===== config.mk =====
export PLATFORM = sky130hd
export DESIGN_NAME = adpll_cfg_seq
export DESIGN_NICKNAME = d
export VERILOG_FILES = /design/src/rtl/adpll_cfg_seq_pkg.sv /design/src/rtl/adpll_bus_txn.sv /design/src/rtl/adpll_cfg_seq.sv
export SDC_FILE = /design/constraint.sdc
export NUM_CORES = 1
export LEC_CHECK = 0
export BUFFER_PORTS_ARGS = -buffer_cell sky130_fd_sc_hd__buf_2
export CAP_MARGIN = 10
export CORE_UTILIZATION = 55
export CTS_CLUSTER_DIAMETER = 120
export DETAILED_ROUTE_END_ITERATION = 16
export GPL_TIMING_DRIVEN = 0
export PLACE_DENSITY = 0.86
export SETUP_SLACK_MARGIN = 0.1
export SYNTH_ARGS = -nofsm -noshare
export SYNTH_HDL_FRONTEND = slang
export SYNTH_SLANG_ARGS = --single-unit

===== constraint.sdc =====
create_clock -name clk -period 7.15 [get_ports clk]
set_input_delay 1.43 -clock clk [delete_from_list [all_inputs] [get_ports clk]]
set_output_delay 1.43 -clock clk [all_outputs]
set_load 0.01 [all_outputs]

===== src/rtl/adpll_cfg_seq_pkg.sv =====
// Shared widths, register map and state types for the ADPLL configuration sequencer.
package adpll_cfg_seq_pkg;

  localparam int unsigned ADPLL_ADDR_W = 8;
  localparam int unsigned ADPLL_DATA_W = 32;
  localparam int unsigned FCWW         = 28;
  localparam int unsigned NUM_WR_STEPS = 5;

  localparam logic [ADPLL_ADDR_W-1:0] ADDR_SOFT_RST = 8'h00;
  localparam logic [ADPLL_ADDR_W-1:0] ADDR_FCW      = 8'h04;
  localparam logic [ADPLL_ADDR_W-1:0] ADDR_MODE     = 8'h08;
  localparam logic [ADPLL_ADDR_W-1:0] ADDR_EN       = 8'h0c;
  localparam logic [ADPLL_ADDR_W-1:0] ADDR_LOCK     = 8'h10;
  localparam logic [ADPLL_ADDR_W-1:0] ADDR_SAT      = 8'h14;

  typedef enum logic [2:0] {StIdle, StWrite, StPwait, StRdLock, StRdSat, StDone} seq_state_e;
  typedef enum logic [1:0] {TxIdle, TxReq, TxGap} txn_state_e;

  typedef struct packed {
    logic [ADPLL_ADDR_W-1:0] address;
    logic [ADPLL_DATA_W-1:0] wdata;
  } bus_req_t;

  // Programming order: pulse soft reset, then FCW, mode, enable.
  function automatic bus_req_t wr_step(input logic [2:0] step, input logic [FCWW-1:0] fcw,
                                       input logic [1:0] mode);
    bus_req_t r;
    case (step)
      3'd0:    begin r.address = ADDR_SOFT_RST; r.wdata = ADPLL_DATA_W'(1);    end
      3'd1:    begin r.address = ADDR_SOFT_RST; r.wdata = '0;                  end
      3'd2:    begin r.address = ADDR_FCW;      r.wdata = ADPLL_DATA_W'(fcw);  end
      3'd3:    begin r.address = ADDR_MODE;     r.wdata = ADPLL_DATA_W'(mode); end
      default: begin r.address = ADDR_EN;       r.wdata = ADPLL_DATA_W'(1);    end
    endcase
    return r;
  endfunction

endpackage


===== src/rtl/adpll_bus_txn.sv =====
// Single bus transaction engine: valid/ready handshake, ack watchdog and idle gap.
module adpll_bus_txn
  import adpll_cfg_seq_pkg::*;
#(
  parameter int unsigned ACK_TIMEOUT = 8
) (
  input  logic                    clk,
  input  logic                    rst,
  input  logic                    req,
  input  logic [ADPLL_ADDR_W-1:0] req_address,
  input  logic [ADPLL_DATA_W-1:0] req_wdata,
  input  logic                    req_write,
  input  logic                    ready,
  input  logic [1:0]              rdata,
  output logic                    valid,
  output logic [ADPLL_ADDR_W-1:0] address,
  output logic [ADPLL_DATA_W-1:0] wdata,
  output logic                    wstrb,
  output logic                    txn_done,
  output logic                    txn_rdata,
  output logic                    txn_err
);

  localparam int unsigned AckW = $clog2(ACK_TIMEOUT + 1);
  localparam logic [AckW-1:0] AckMax = AckW'(ACK_TIMEOUT - 1);

  txn_state_e      state_q;
  logic [AckW-1:0] ack_cnt_q;

  always_ff @(posedge clk) begin
    if (rst) begin
      state_q   <= TxIdle;
      ack_cnt_q <= '0;
      valid     <= 1'b0;
      address   <= '0;
      wdata     <= '0;
      wstrb     <= 1'b0;
      txn_done  <= 1'b0;
      txn_rdata <= 1'b0;
      txn_err   <= 1'b0;
    end else begin
      txn_done <= 1'b0;
      unique case (state_q)
        TxIdle: begin
          if (req) begin
            valid     <= 1'b1;
            address   <= req_address;
            wdata     <= req_wdata;
            wstrb     <= req_write;
            ack_cnt_q <= '0;
            txn_err   <= 1'b0;
            state_q   <= TxReq;
          end
        end
        TxReq: begin
          if (ready) begin
            valid     <= 1'b0;
            txn_rdata <= rdata[0];
            txn_err   <= !wstrb && (rdata == 2'b11);
            state_q   <= TxGap;
          end else if (ack_cnt_q == AckMax) begin
            valid   <= 1'b0;
            txn_err <= 1'b1;
            state_q <= TxGap;
          end else begin
            ack_cnt_q <= ack_cnt_q + AckW'(1);
          end
        end
        TxGap: begin
          // Completion waits for ready to fall so valid can never go back-to-back.
          if (!ready) begin
            txn_done <= 1'b1;
            state_q  <= TxIdle;
          end
        end
        default: state_q <= TxIdle;
      endcase
    end
  end

endmodule


===== src/rtl/adpll_cfg_seq.sv =====
// ADPLL bring-up sequencer: programs a channel, polls for stable lock, reads saturation.
module adpll_cfg_seq
  import adpll_cfg_seq_pkg::*;
#(
  parameter int unsigned POLL_GAP     = 15,
  parameter int unsigned LOCK_TIMEOUT = 1024,
  parameter int unsigned LOCK_CNT     = 4,
  parameter int unsigned ACK_TIMEOUT  = 8
) (
  input  logic                    clk,
  input  logic                    rst,
  input  logic                    start,
  input  logic [FCWW-1:0]         fcw,
  input  logic [1:0]              mode,
  output logic                    valid,
  output logic [ADPLL_ADDR_W-1:0] address,
  output logic [ADPLL_DATA_W-1:0] wdata,
  output logic                    wstrb,
  input  logic [1:0]              rdata,
  input  logic                    ready,
  output logic                    busy,
  output logic                    done,
  output logic                    locked,
  output logic                    lock_timeout,
  output logic                    sat,
  output logic                    bus_err
);

  localparam int unsigned GapW  = $clog2(POLL_GAP + 1);
  localparam int unsigned PollW = $clog2(LOCK_TIMEOUT + 1);
  localparam int unsigned ConsW = $clog2(LOCK_CNT + 1);
  localparam logic [GapW-1:0]  GapMax  = GapW'(POLL_GAP - 1);
  localparam logic [PollW-1:0] PollMax = PollW'(LOCK_TIMEOUT);
  localparam logic [ConsW-1:0] ConsMax = ConsW'(LOCK_CNT);

  seq_state_e              state_q;
  logic [2:0]              step_q;
  logic [FCWW-1:0]         fcw_q;
  logic [1:0]              mode_q;
  logic [GapW-1:0]         gap_q;
  logic [PollW-1:0]        poll_q;
  logic [ConsW-1:0]        cons_q;
  logic                    issue_q;
  logic [ADPLL_ADDR_W-1:0] req_address_q;
  logic [ADPLL_DATA_W-1:0] req_wdata_q;
  logic                    req_write_q;

  logic                    txn_done, txn_rdata, txn_err;
  logic [PollW-1:0]        poll_nxt;
  logic [ConsW-1:0]        cons_nxt;
  bus_req_t                first_req, next_req;

  always_comb begin
    first_req = wr_step(3'd0, fcw, mode);
    next_req  = wr_step(step_q + 3'd1, fcw_q, mode_q);
    poll_nxt  = (poll_q == PollMax) ? poll_q : poll_q + PollW'(1);
    cons_nxt  = '0;
    if (txn_rdata) cons_nxt = (cons_q == ConsMax) ? cons_q : cons_q + ConsW'(1);
  end

  always_ff @(posedge clk) begin
    if (rst) begin
      state_q       <= StIdle;
      step_q        <= '0;
      fcw_q         <= '0;
      mode_q        <= '0;
      gap_q         <= '0;
      poll_q        <= '0;
      cons_q        <= '0;
      issue_q       <= 1'b0;
      req_address_q <= '0;
      req_wdata_q   <= '0;
      req_write_q   <= 1'b0;
      busy          <= 1'b0;
      done          <= 1'b0;
      locked        <= 1'b0;
      lock_timeout  <= 1'b0;
      sat           <= 1'b0;
      bus_err       <= 1'b0;
    end else begin
      issue_q <= 1'b0;
      done    <= 1'b0;
      unique case (state_q)
        StIdle: begin
          if (start) begin
            busy          <= 1'b1;
            locked        <= 1'b0;
            lock_timeout  <= 1'b0;
            sat           <= 1'b0;
            bus_err       <= 1'b0;
            fcw_q         <= fcw;
            mode_q        <= mode;
            step_q        <= '0;
            issue_q       <= 1'b1;
            req_address_q <= first_req.address;
            req_wdata_q   <= first_req.wdata;
            req_write_q   <= 1'b1;
            state_q       <= StWrite;
          end
        end
        StWrite: begin
          if (txn_done) begin
            if (txn_err) begin
              bus_err <= 1'b1;
              state_q <= StDone;
            end else if (step_q == 3'(NUM_WR_STEPS - 1)) begin
              gap_q   <= '0;
              poll_q  <= '0;
              cons_q  <= '0;
              state_q <= StPwait;
            end else begin
              step_q        <= step_q + 3'd1;
              issue_q       <= 1'b1;
              req_address_q <= next_req.address;
              req_wdata_q   <= next_req.wdata;
              req_write_q   <= 1'b1;
            end
          end
        end
        StPwait: begin
          if (gap_q == GapMax) begin
            issue_q       <= 1'b1;
            req_address_q <= ADDR_LOCK;
            req_wdata_q   <= '0;
            req_write_q   <= 1'b0;
            state_q       <= StRdLock;
          end else begin
            gap_q <= gap_q + GapW'(1);
          end
        end
        StRdLock: begin
          if (txn_done) begin
            if (txn_err) begin
              bus_err <= 1'b1;
              state_q <= StDone;
            end else begin
              cons_q <= cons_nxt;
              poll_q <= poll_nxt;
              // Lock is checked before timeout so a lock on the last poll still counts.
              if (cons_nxt == ConsMax || poll_nxt == PollMax) begin
                locked        <= (cons_nxt == ConsMax);
                lock_timeout  <= (cons_nxt != ConsMax);
                issue_q       <= 1'b1;
                req_address_q <= ADDR_SAT;
                req_wdata_q   <= '0;
                req_write_q   <= 1'b0;
                state_q       <= StRdSat;
              end else begin
                gap_q   <= '0;
                state_q <= StPwait;
              end
            end
          end
        end
        StRdSat: begin
          if (txn_done) begin
            if (txn_err) bus_err <= 1'b1;
            else         sat     <= txn_rdata;
            state_q <= StDone;
          end
        end
        StDone: begin
          done    <= 1'b1;
          busy    <= 1'b0;
          state_q <= StIdle;
        end
        default: state_q <= StIdle;
      endcase
    end
  end

  adpll_bus_txn #(
    .ACK_TIMEOUT(ACK_TIMEOUT)
  ) u_bus_txn (
    .clk        (clk),
    .rst        (rst),
    .req        (issue_q),
    .req_address(req_address_q),
    .req_wdata  (req_wdata_q),
    .req_write  (req_write_q),
    .ready      (ready),
    .rdata      (rdata),
    .valid      (valid),
    .address    (address),
    .wdata      (wdata),
    .wstrb      (wstrb),
    .txn_done   (txn_done),
    .txn_rdata  (txn_rdata),
    .txn_err    (txn_err)
  );

endmodule


# == After elaboration in Yosys (flattened, before gate mapping) ==
# Index checks and enable logic that the tools add are counted.
# classes
muxes,110
bitwise,1
eq_ne,40
n_reduce_logical,32
add_sub_neg,5
# op_table
cell,n
32-bit two-way mux,8
36-bit case mux with 4 select lines,1
32-bit case mux with 4 select lines,1
11-bit two-way mux,6
8-bit two-way mux,8
3-bit two-way mux,20
4-bit two-way mux,10
1-bit two-way mux,35
8-bit case mux with 4 select lines,1
"2-bit inequality test, second input constant",14
"11-bit == test, second input constant",2
11-bit case mux with 2 select lines,1
"3-bit == test, second input constant",5
3-bit case mux with 5 select lines,1
1-bit case mux with 2 select lines,7
2-bit nonzero test,7
"3-bit by 2-bit == test with 1-bit output, second input constant",4
3-bit case mux with 2 select lines,2
4-bit case mux with 3 select lines,1
4-bit AND reduction,3
6-bit AND reduction,2
"11-bit by 1-bit adder with 11-bit output, second input constant",1
"2-bit by 1-bit inequality test with 1-bit output, second input constant",5
5-bit AND reduction,2
27 further kinds,41
# totals
wordCells,214
in_bits,36
ff_bits,153

# == Longest topological paths before layout ==
# Gate-level depths: netlist of the first run.
# depth
depth_word,9
depth_mapped,9
mapped_depth_nobuf,8

# == Modules after synthesis ==
# Synthesis of the first run repeated with hierarchy kept, for this count alone.
# unflattened
cells_unflattened,788
hier_area_um2,6535.0
# modules_own_cells
module,instances,area_each_um2,cells_each,seq_area_each_um2
adpll_cfg_seq,1,4611.9,554,1861.8
adpll_bus_txn,1,1923.1,234,1021.0

# == Least setup slack after synthesis of the first run ==
# No wires, ideal clock.
# synth_timing
path_kind,input -> register
startpoint,input port start
endpoint,register req_address_q[3]
arrival_time_ns,2.633
path_buffers,0
slack_ns,4.394
stages,6
path_cell_list,nand2b_1 -> a21o_1 -> o21a_1 -> a311oi_1 -> o31ai_4 -> mux2_1
# synth_via
elab_chain_cells,2
# synth_rtl
item,line,rtl
from (decl),adpll_cfg_seq.sv:12,"input logic start,"
2-bit inequality test (no source line),-,
9-bit AND reduction (no source line),-,
to (signal assigned),adpll_cfg_seq.sv:95,req_address_q <= first_req.address;
to (signal assigned),adpll_cfg_seq.sv:114,req_address_q <= next_req.address;
to (decl),adpll_cfg_seq.sv:44,logic [ADPLL_ADDR_W-1:0] req_address_q;
# Every way passes these cells.
# A chain may end at the register's enable or synchronous reset.

==> results_dict.tcl, run 1 <==
set metrics [dict create \
    h-tree-depth 4 \
    die_h_um 105 \
    cts_made_buffers 17 \
    worstPathRequired_ns 7.61 \
    async_flop_share 0 \
    avgViaCountPerCell 5.67 \
    finalInstanceArea_um2 7020 \
    placed_area_um2 6430 \
    coreArea_um2 10300 \
    timing.rr.end "req_wdata_q[12]" \
    dpl.hpwl_mm 9.65 \
    skew_ns 0.00773 \
    ys_ff_latch 135 \
    max_freq_ghz 0.342 \
    remaining_drc_errors 0 \
    min_path_cells 2 \
    final-hold-violation-count 0 \
    grt_max_degree 17 \
    worstMarginPinSlew_ns 1.17 \
    ys_types 67 \
    cts-root-buf "clkbuf_8" \
    globalplace.congestion 0.896 \
    grt_overflow 0 \
    io_buffers 73 \
    dp_cells 937 \
    syn-mean-instance-area_um2 8.14 \
    r2r-start "step_q[0]" \
    ant_nets 0 \
    min_path_type "reg -> reg" \
    holdPathEnd "u_bus_txn.wdata[19]" \
    postCtsSetupBuffers 0 \
    first_pass_iters 8 \
    clock-sinks 135 \
    yosysTopAreaCellShare 0.461 \
    vias 5490 \
    die_w_um 105 \
    clk_pin_slew_ns 0.06 \
    grtUsageTotal 0.274 \
    finalSetupViolCount 0 \
    synth_top_area_cell "dfxtp_1" \
    worstHoldStart "u_bus_txn.wdata[19]" \
    num_antenna_cells 0 \
    status "finished, final reports clean" \
    grt_pass1_wl_mm 24.2 \
    p_leak_nw 2.77 \
    r2r_cells 7 \
    hold_slack_ns 0.451 \
    yosysMostFrequentCell "nand2_1" \
    critPathKind "in -> reg" \
    grt_antenna_before_repair 0 \
    synth_cells 720 \
    finalSetupTns_ns 0 \
    io_pins 84 \
    cts_hold_buf 0 \
    synth_area_leaders "dfxtp_1 46%, nand2_1 13%, a21oi_1 7.7%, mux2i_1 5.1%, ha_1 2.6%" \
    end_kind "flop" \
    post_cts_resized 0 \
    synth_edf_count 0 \
    fin_nets 868 \
    routed_wl_mm 14.7 \
    cts_tree "built" \
    period_share 0.408 \
    area_growth_pct 19.7 \
    clockBufferDepth 2 \
    cp_max_fo 10 \
    drive_gt1_frac 0.152 \
    yosys-top-cells-count "206 x nand2_1, 135 x dfxtp_1, 90 x a21oi_1, 38 x clkbuf_1, 34 x nor2_1" \
    rsz0062_at_grt "false" \
    wl_per_cell_um 15.1 \
    final_cell_count_no_fill 969 \
    worstSetupStartpointType "input port" \
    insertion_delay_ns 0.54 \
    syn_area_um2 5860 \
    r2r_slack_ns 4.35 \
    start_util 0.568 \
    final-max-slew-violation-count 0 \
    maxCapViolCount 0 \
    yosys_warnings 0 \
    yosysSeqAreaShare 0.461 \
    first_global_vias 5188 \
    slew_headroom 0.220 \
    peakVddDrop_v 0.000176 \
    critPathArrivalTime_ns 3.38 \
    fin_crit_ns 2.92 \
    p_per_area_nw_per_um2 252 \
    synth-main-ff-cell "dfxtp_1" \
    rows 37 \
    die_area_um2 11100 \
    drt_iter0_drc 425 \
]
## layout by cell type, fill, tap and decap left out, drive strengths merged, types with 5 or more instances in the layout
master | netlist | routed
clkbuf | 38 | 57
mux2i | 30 | 30
nor3 | 15 | 15
dfxtp | 135 | 135
ha | 12 | 12
nand2 | 206 | 206
nor2b | 5 | 5
inv | 13 | 16
a21oi | 90 | 90
nor2 | 34 | 34
nand4 | 7 | 7
nand3 | 6 | 6
o21ai | 22 | 22
a31oi | 6 | 6
clkinv | 0 | 5
nand2b | 6 | 6
conb | 1 | 9
buf | 17 | 90
## report_power, final
part           internal (mW)  leakage [nW]  switching, mW  total, mW
clock network          0.518         0.281          0.343      0.861
logic                 0.0433          1.39         0.0806      0.124
registers              0.770          1.09         0.0123      0.783
## registers in the layout (all words and copies together) (netlist names), 2 cells and up
| signal | count |
|---|---|
| u_bus_txn.ack_cnt_q | 4 |
| step_q | 3 |
| gap_q | 4 |
| cons_q | 3 |
| poll_q | 11 |
| mode_q | 2 |
| state_q | 3 |
| req_address_q | 3 |
| req_wdata_q | 28 |
| fcw_q | 28 |
| u_bus_txn.state_q | 2 |
| u_bus_txn.wdata | 28 |
| u_bus_txn.address | 3 |
## stage by stage
stage / util / worst slack, ns / power [mW]
6_report: 0.680 / 4.23 / 1.77
5_1_grt: 0.680 / 4.09 / 1.82
4_1_cts: 0.680 / 4.30 / 1.76
3_5_place_dp: 0.623 / 3.87 / 0.919
3_3_place_gp: 0.623 / 3.90 / 0.916
2_1_floorplan: - / 4.39 / 0.879
## final cells by class
| type | instances | area, um^2 |
|---|---|---|
| Buffer | 55 | 272 |
| Clock buffer | 19 | 442 |
| Clock inverter | 13 | 145 |
| Fill cell | 808 | 3310 |
| Inverter | 13 | 48.8 |
| Multi-Input combinational cell | 525 | 2870 |
| Sequential cell | 135 | 2700 |
| Tap cell | 136 | 170 |
| Timing Repair Buffer | 73 | 365 |
## kinds of logic (layout without fill, tap and decap cells)
family | after synthesis | after routing | share of synthesized area
xor gates and xnor gates | 5 | 5 | 0.00747
other | 1 | 9 | 0.000640
muxes | 32 | 32 | 0.0551
DFF | 135 | 135 | 0.461
AOI/OAI and AO/OA | 160 | 160 | 0.167
buffers and inverters | 68 | 173 | 0.0546
and+or+nand+nor | 307 | 307 | 0.229
adders and majority gates | 12 | 12 | 0.0256
## how the worst max path moves through the flow
stage,cells after the start,start,to
finish,5,rst,req_wdata_q[12]
global route,5,rst,req_wdata_q[12]
CTS,5,rst,req_wdata_q[12]
detailed placement,5,rst,req_wdata_q[12]
global placement,5,rst,req_wdata_q[14]
floorplan,6,start,req_address_q[3]
## critical path, stage by stage
cell,delay (ns)
clkbuf_1,0.17
nor3b_1,0.98
clkbuf_1,0.48
nand2_1,0.14
mux2i_1,0.17
## routing by layer
layer / part of all wire / global-route usage / wire [um]
met5: 0 / 0 / 0
met4: 0.029 / 0.145 / 431
met3: 0.068 / 0.0519 / 997
met2: 0.47 / 0.438 / 6960
met1: 0.43 / 0.353 / 6280
(Power assumes the default switching activity.)
==> inputs of run 2 (changes only) <==
==> constraint.sdc (replaced) <==
create_clock -name clk -period 2.7 [get_ports clk]
set_input_delay 0.54 -clock clk [delete_from_list [all_inputs] [get_ports clk]]
set_output_delay 0.54 -clock clk [all_outputs]
set_load 0.01 [all_outputs]
==> run 2 against run 1 <==
  * Final cell count is 0.41% higher
  * Hold slack worse by 0.21 ns
  * Power grew to 2.7 times the previous value
  * Sequential share of layout area is 0.58 points lower
  * Sequential power rose to 2.6 times the previous value
  * Combinational power grew to 2.7 times the previous value
  * First-iteration DRC count fell by 3.5%
  * Setup slack lost 4.1 ns
  * Die area is the same
  * Final area is 1.6% higher
  * Critical endpoint is now req_wdata_q[21]
==> results_dict.tcl, run 2 (synthesis results as in run 1) <==
set metrics [dict create \
    status "finished, final reports clean" \
    cp_max_fo 10 \
    min_path_type "in -> reg" \
    h-tree-depth 4 \
    clock-sinks 135 \
    final_common_cell "nand2_1" \
    worstSetupStartpointType "flop" \
    die_h_um 105 \
    grt_max_degree 17 \
    insertion_delay_ns 0.53 \
    cts_made_buffers 17 \
    end_kind "flop" \
    max_freq_ghz 0.385 \
    grt_pass1_wl_mm 24.3 \
    p_leak_nw 2.81 \
    peakVddDrop_v 0.000467 \
    period_share 0.961 \
    crit_start "poll_q[2]" \
    first_pass_iters 6 \
    dp_slack_ns 0.0398 \
    final-max-slew-violation-count 0 \
    start_util 0.568 \
    maxCapViolCount 0 \
    fin_nets 872 \
    hold_slack_ns 0.239 \
    first_global_vias 5193 \
    grtUsageTotal 0.275 \
    area_growth_pct 21.6 \
    final-hold-violation-count 0 \
    wl_per_cell_um 15.5 \
    io_buffers 73 \
    cp-endpoint "req_wdata_q[21]" \
    drt_iter0_drc 410 \
    io_pins 84 \
    setup_slack_ns 0.104 \
    r2r_cells 10 \
    ant_nets 0 \
    slew_headroom 0.477 \
    die_w_um 105 \
    cts-root-buf "clkbuf_8" \
    remaining_drc_errors 0 \
    dpl.hpwl_mm 9.65 \
    coreArea_um2 10300 \
    r2r_slack_ns 0.10 \
    clk_pin_slew_ns 0.06 \
    p_per_area_nw_per_um2 658 \
    finalSetupTns_ns 0 \
    avgViaCountPerCell 5.73 \
    grt_overflow 0 \
    final_cell_count_no_fill 973 \
    grt_antenna_before_repair 0 \
    vias 5579 \
    worstMarginPinSlew_ns 0.779 \
    die_area_um2 11100 \
    clockBufferDepth 2 \
    skew_ns 0.00738 \
    worstPathRequired_ns 3.15 \
    globalplace.congestion 0.896 \
    dp_cells 937 \
    rsz0062_at_grt "true" \
    largestRegisters "fcw_q x28, req_wdata_q x28, u_bus_txn.wdata x28" \
    critPathArrivalTime_ns 3.05 \
    critPathKind "reg -> reg" \
    fin_crit_ns 2.60 \
    cts_tree "built" \
    drive_gt1_frac 0.168 \
    rows 37 \
    timing.rr.end "req_wdata_q[21]" \
    num_antenna_cells 0 \
    r2r-start "poll_q[2]" \
    routed_wl_mm 15.0 \
    mostFrequentLayoutCells "206 x nand2_1, 133 x dfxtp_1, 90 x a21oi_1" \
    finalSetupViolCount 0 \
]
-- run 2: cell count changes in the layout (fill, tap and decap cells not counted), sizes merged --
cell  delta
buf      +4
-- run 2: how the worst min path moves through the flow --
stage / start / end / slack (ns) / depth (start not counted)
2_1_floorplan: req_address_q[4] / req_address_q[4] / 0.42 / 2
5_1_grt: fcw[10] / fcw_q[10] / 0.24 / 3
4_1_cts: fcw[10] / fcw_q[10] / 0.24 / 3
3_3_place_gp: req_address_q[4] / req_address_q[4] / 0.43 / 2
6_report: fcw[10] / fcw_q[10] / 0.24 / 3
3_5_place_dp: req_address_q[4] / req_address_q[4] / 0.44 / 2
-- run 2: routing by layer --
layer | vias up | routed length [um] | GRT usage
met2 | 255 | 7160 | 0.439
met3 | 57 | 1060 | 0.0532
met1 | 2603 | 6360 | 0.353
li1 | 2664 | - | -
met5 | - | 0 | 0
met4 | 0 | 465 | 0.144
-- run 2: what timing repair did --
action                     in CTS  in global routing
cloned                          0                  1
resized for setup               1                 14
buffers inserted                1                  2
pin swaps                       1                  2
setup endpoints to repair      33                 38
hold buffers                    0                  0
-- run 2: cell type report --
class                   count  area (um^2)
fillers                   782         3190
multi-input cells         525         2940
plain buffers              55          272
inverters                  13         48.8
repair buffers             77          405
clock buffers              19          442
clock inverters            13          145
flip-flops and latches    135         2710
well taps                 136          170
-- run 2: where the power goes --
part | internal (mW) | total [mW] | leakage (nW) | switching, mW
clock network | 1.37 | 2.28 | 0.281 | 0.906
registers | 2.04 | 2.07 | 1.10 | 0.0328
logic | 0.121 | 0.340 | 1.43 | 0.219
-- run 2: through the flow --
step	area, um^2	total power [mW]	utilization
after global routing	7130	4.82	0.691
after global placement	6430	2.43	0.623
after detailed placement	6430	2.43	0.623
after CTS	7030	4.67	0.681
after floorplan	5890	2.33	-
final	7130	4.69	0.691
-- run 2: critical path, stage by stage, from the launching register on --
cell	delay, ns
dfxtp_1	0.31
buf_2	0.19
nor4_4	0.33
and4_4	0.31
mux2i_4	0.27
a2111oi_4	0.07
buf_4	0.17
o31ai_4	0.28
buf_12	0.17
buf_6	0.17
mux2i_1	0.22
==> inputs of run 3 (changes only) <==
--- a/config.mk
+++ b/config.mk
@@ -10,7 +10,6 @@
 export CORE_UTILIZATION = 55
 export CTS_CLUSTER_DIAMETER = 120
 export DETAILED_ROUTE_END_ITERATION = 16
-export GPL_TIMING_DRIVEN = 0
 export PLACE_DENSITY = 0.86
 export SETUP_SLACK_MARGIN = 0.1
 export SYNTH_ARGS = -nofsm -noshare
==> run 3 against run 2 <==
  * Final area decreased by 2.6%
  * Sequential share of layout area increased by 1.0 points
  * Hold slack improved by 0.0051 ns
  * Register-to-register slack improved by 0.09 ns
  * Utilization decreased by 1.8 points
  * Setup slack improved by 0.087 ns
  * Clock-buffer cell count decreased by 1
  * Critical path depth decreased by 1
  * Sequential power about the same
==> results_dict.tcl, run 3 (synthesis results as in run 1) <==
set metrics [dict create \
    status "finished, final reports clean" \
    peakVddDrop_v 0.000435 \
    slowest_stage "dfxtp_2" \
    finalSetupTns_ns 0 \
    crit_chain "ha_4 > nand3_2 > buf_4 > o21ai_1 > o2111ai_2 > a2111oi_4 > o31ai_4 > buf_4 > mux2_1" \
    worstHoldStart "fcw[10]" \
    num_antenna_cells 0 \
    power_frac_comb 0.066 \
    coreArea_um2 10300 \
    final-max-slew-violation-count 0 \
    die_h_um 105 \
    min_path_cells 3 \
    crit_top_cell "buf_4" \
    grt_antenna_before_repair 0 \
    worstMarginPinSlew_ns 0.902 \
    skew_ns 0.00884 \
    grt_pass1_wl_mm 23.3 \
    worstSetupStartpointType "flop" \
    h-tree-depth 4 \
    finalSetupViolCount 0 \
    final-hold-violation-count 0 \
    rsz0062_at_grt "false" \
    r2r_cells 9 \
    period_share 0.929 \
    globalplace.congestion 0.843 \
    holdPathEnd "fcw_q[10]" \
    io_buffers 74 \
    avgViaCountPerCell 5.87 \
    timing.rr.end "req_wdata_q[1]" \
    vias 5469 \
    insertion_delay_ns 0.53 \
    p_per_area_nw_per_um2 670 \
    slew_headroom 0.394 \
    critPathKind "reg -> reg" \
    wl_per_cell_um 15.6 \
    start_util 0.568 \
    grt_overflow 0 \
    clk_pin_slew_ns 0.07 \
    clock-sinks 135 \
    rows 37 \
    r2r_slack_ns 0.19 \
    clockBufferDepth 2 \
    switchingPower_mw 1.16 \
    r2r-start "poll_q[1]" \
    die_w_um 105 \
    area_growth_pct 18.4 \
    end_kind "flop" \
    fin_crit_ns 2.51 \
    routed_wl_mm 14.5 \
    mostFrequentLayoutCells "206 x nand2_1, 132 x dfxtp_1, 90 x a21oi_1" \
    worstPathRequired_ns 3.11 \
    hold_slack_ns 0.244 \
    dpl.hpwl_mm 9.09 \
    die_area_um2 11100 \
    p_leak_nw 2.74 \
    grtUsageTotal 0.260 \
    cts-root-buf "clkbuf_8" \
    intPower_mw 3.49 \
    largestRegisters "fcw_q x28, req_wdata_q x28, u_bus_txn.wdata x28" \
    cts_made_buffers 17 \
    drive_gt1_frac 0.175 \
    ant_nets 0 \
    remaining_drc_errors 0 \
    cp_max_fo 7 \
    grt_max_degree 54 \
    io_pins 84 \
    clockPowerShare 0.488 \
    fin_nets 831 \
    drt_iter0_drc 446 \
    first_pass_iters 7 \
    min_path_type "in -> reg" \
    max_freq_ghz 0.399 \
    crit_start "poll_q[1]" \
    p_sw_frac 0.250 \
    cts_hold_buf 0 \
    power_frac_seq 0.446 \
    cts_tree "built" \
    critPathArrivalTime_ns 2.92 \
    maxCapViolCount 0 \
    cp_slowest_stage_delay_ns 0.40 \
    final_common_cell "nand2_1" \
    first_global_vias 5109 \
]
-- run 3: changes by cell type in the layout (fill, tap and decap cells not counted), moves of 2 or more --
cell	before	now
buf_6	4	0
clkbuf_8	3	1
buf_2	75	73
buf_4	11	17
clkbuf_1	38	1
inv_8	0	2
buf_1	3	0
-- run 3: layer usage --
| layer | global-route usage | part of all wire | up-vias |
|---|---|---|---|
| li1 | - | - | 2572 |
| met1 | 0.301 | 0.40 | 2596 |
| met2 | 0.462 | 0.51 | 246 |
| met3 | 0.0427 | 0.058 | 55 |
| met4 | 0.128 | 0.033 | 0 |
| met5 | 0 | 0 | - |
-- run 3: how the worst max path moves through the flow --
stage,cells past startpoint,endpoint
finish,9,req_wdata_q[1]
global route,6,gap_q[1]
CTS,9,req_wdata_q[1]
detailed placement,8,req_wdata_q[13]
global placement,8,req_wdata_q[17]
floorplan,7,req_address_q[3]
-- run 3: area by class of cell --
cell class | count | area, um^2
Multi-Input combinational cell | 525 | 2930
Sequential cell | 135 | 2710
Clock inverter | 14 | 164
Clock buffer | 18 | 418
Tap cell | 136 | 170
Timing Repair Buffer | 91 | 508
Fill cell | 753 | 3380
Inverter | 13 | 48.8
-- run 3: what timing repair did --
| item | 4_1_cts | 5_1_grt |
|---|---|---|
| endpoints found under the setup margin | 32 | 39 |
| setup buffers | 2 | 0 |
| pin swaps | 1 | 2 |
| resized for setup | 2 | 11 |
-- run 3: critical path, delay by kind of cell, from the launching register on --
family / cells / cell delay (ns)
compound gates: 4 / 0.98
buf+inv: 2 / 0.38
simple gates: 1 / 0.14
mux: 1 / 0.30
flops: 1 / 0.40
fa+ha+maj: 1 / 0.18
-- run 3: metrics by stage --
| stage | util | total power [mW] | std cells | area, um^2 | setup slack, ns |
|---|---|---|---|---|---|
| 6_report | 0.672 | 4.65 | 932 | 6940 | 0.191 |
| 5_1_grt | 0.672 | 4.79 | 932 | 6940 | 0.0988 |
| 4_1_cts | 0.668 | 4.65 | 932 | 6890 | 0.0481 |
| 3_5_place_dp | 0.609 | 2.41 | 898 | 6290 | 0.0205 |
| 3_3_place_gp | 0.609 | 2.40 | 898 | 6290 | 0.185 |
| 2_1_floorplan | - | 2.33 | 728 | 5890 | 0.385 |
-- run 3: power by group through the flow --
stage                     Sequential [mW]  Clock, mW  Combinational [mW]
final                                2.07       2.27               0.305
after detailed placement             2.12          0               0.291
after global routing                 2.08       2.38               0.335
after global placement               2.11          0               0.283
after CTS                            2.07       2.27               0.300
after floorplan                      2.11          0               0.219
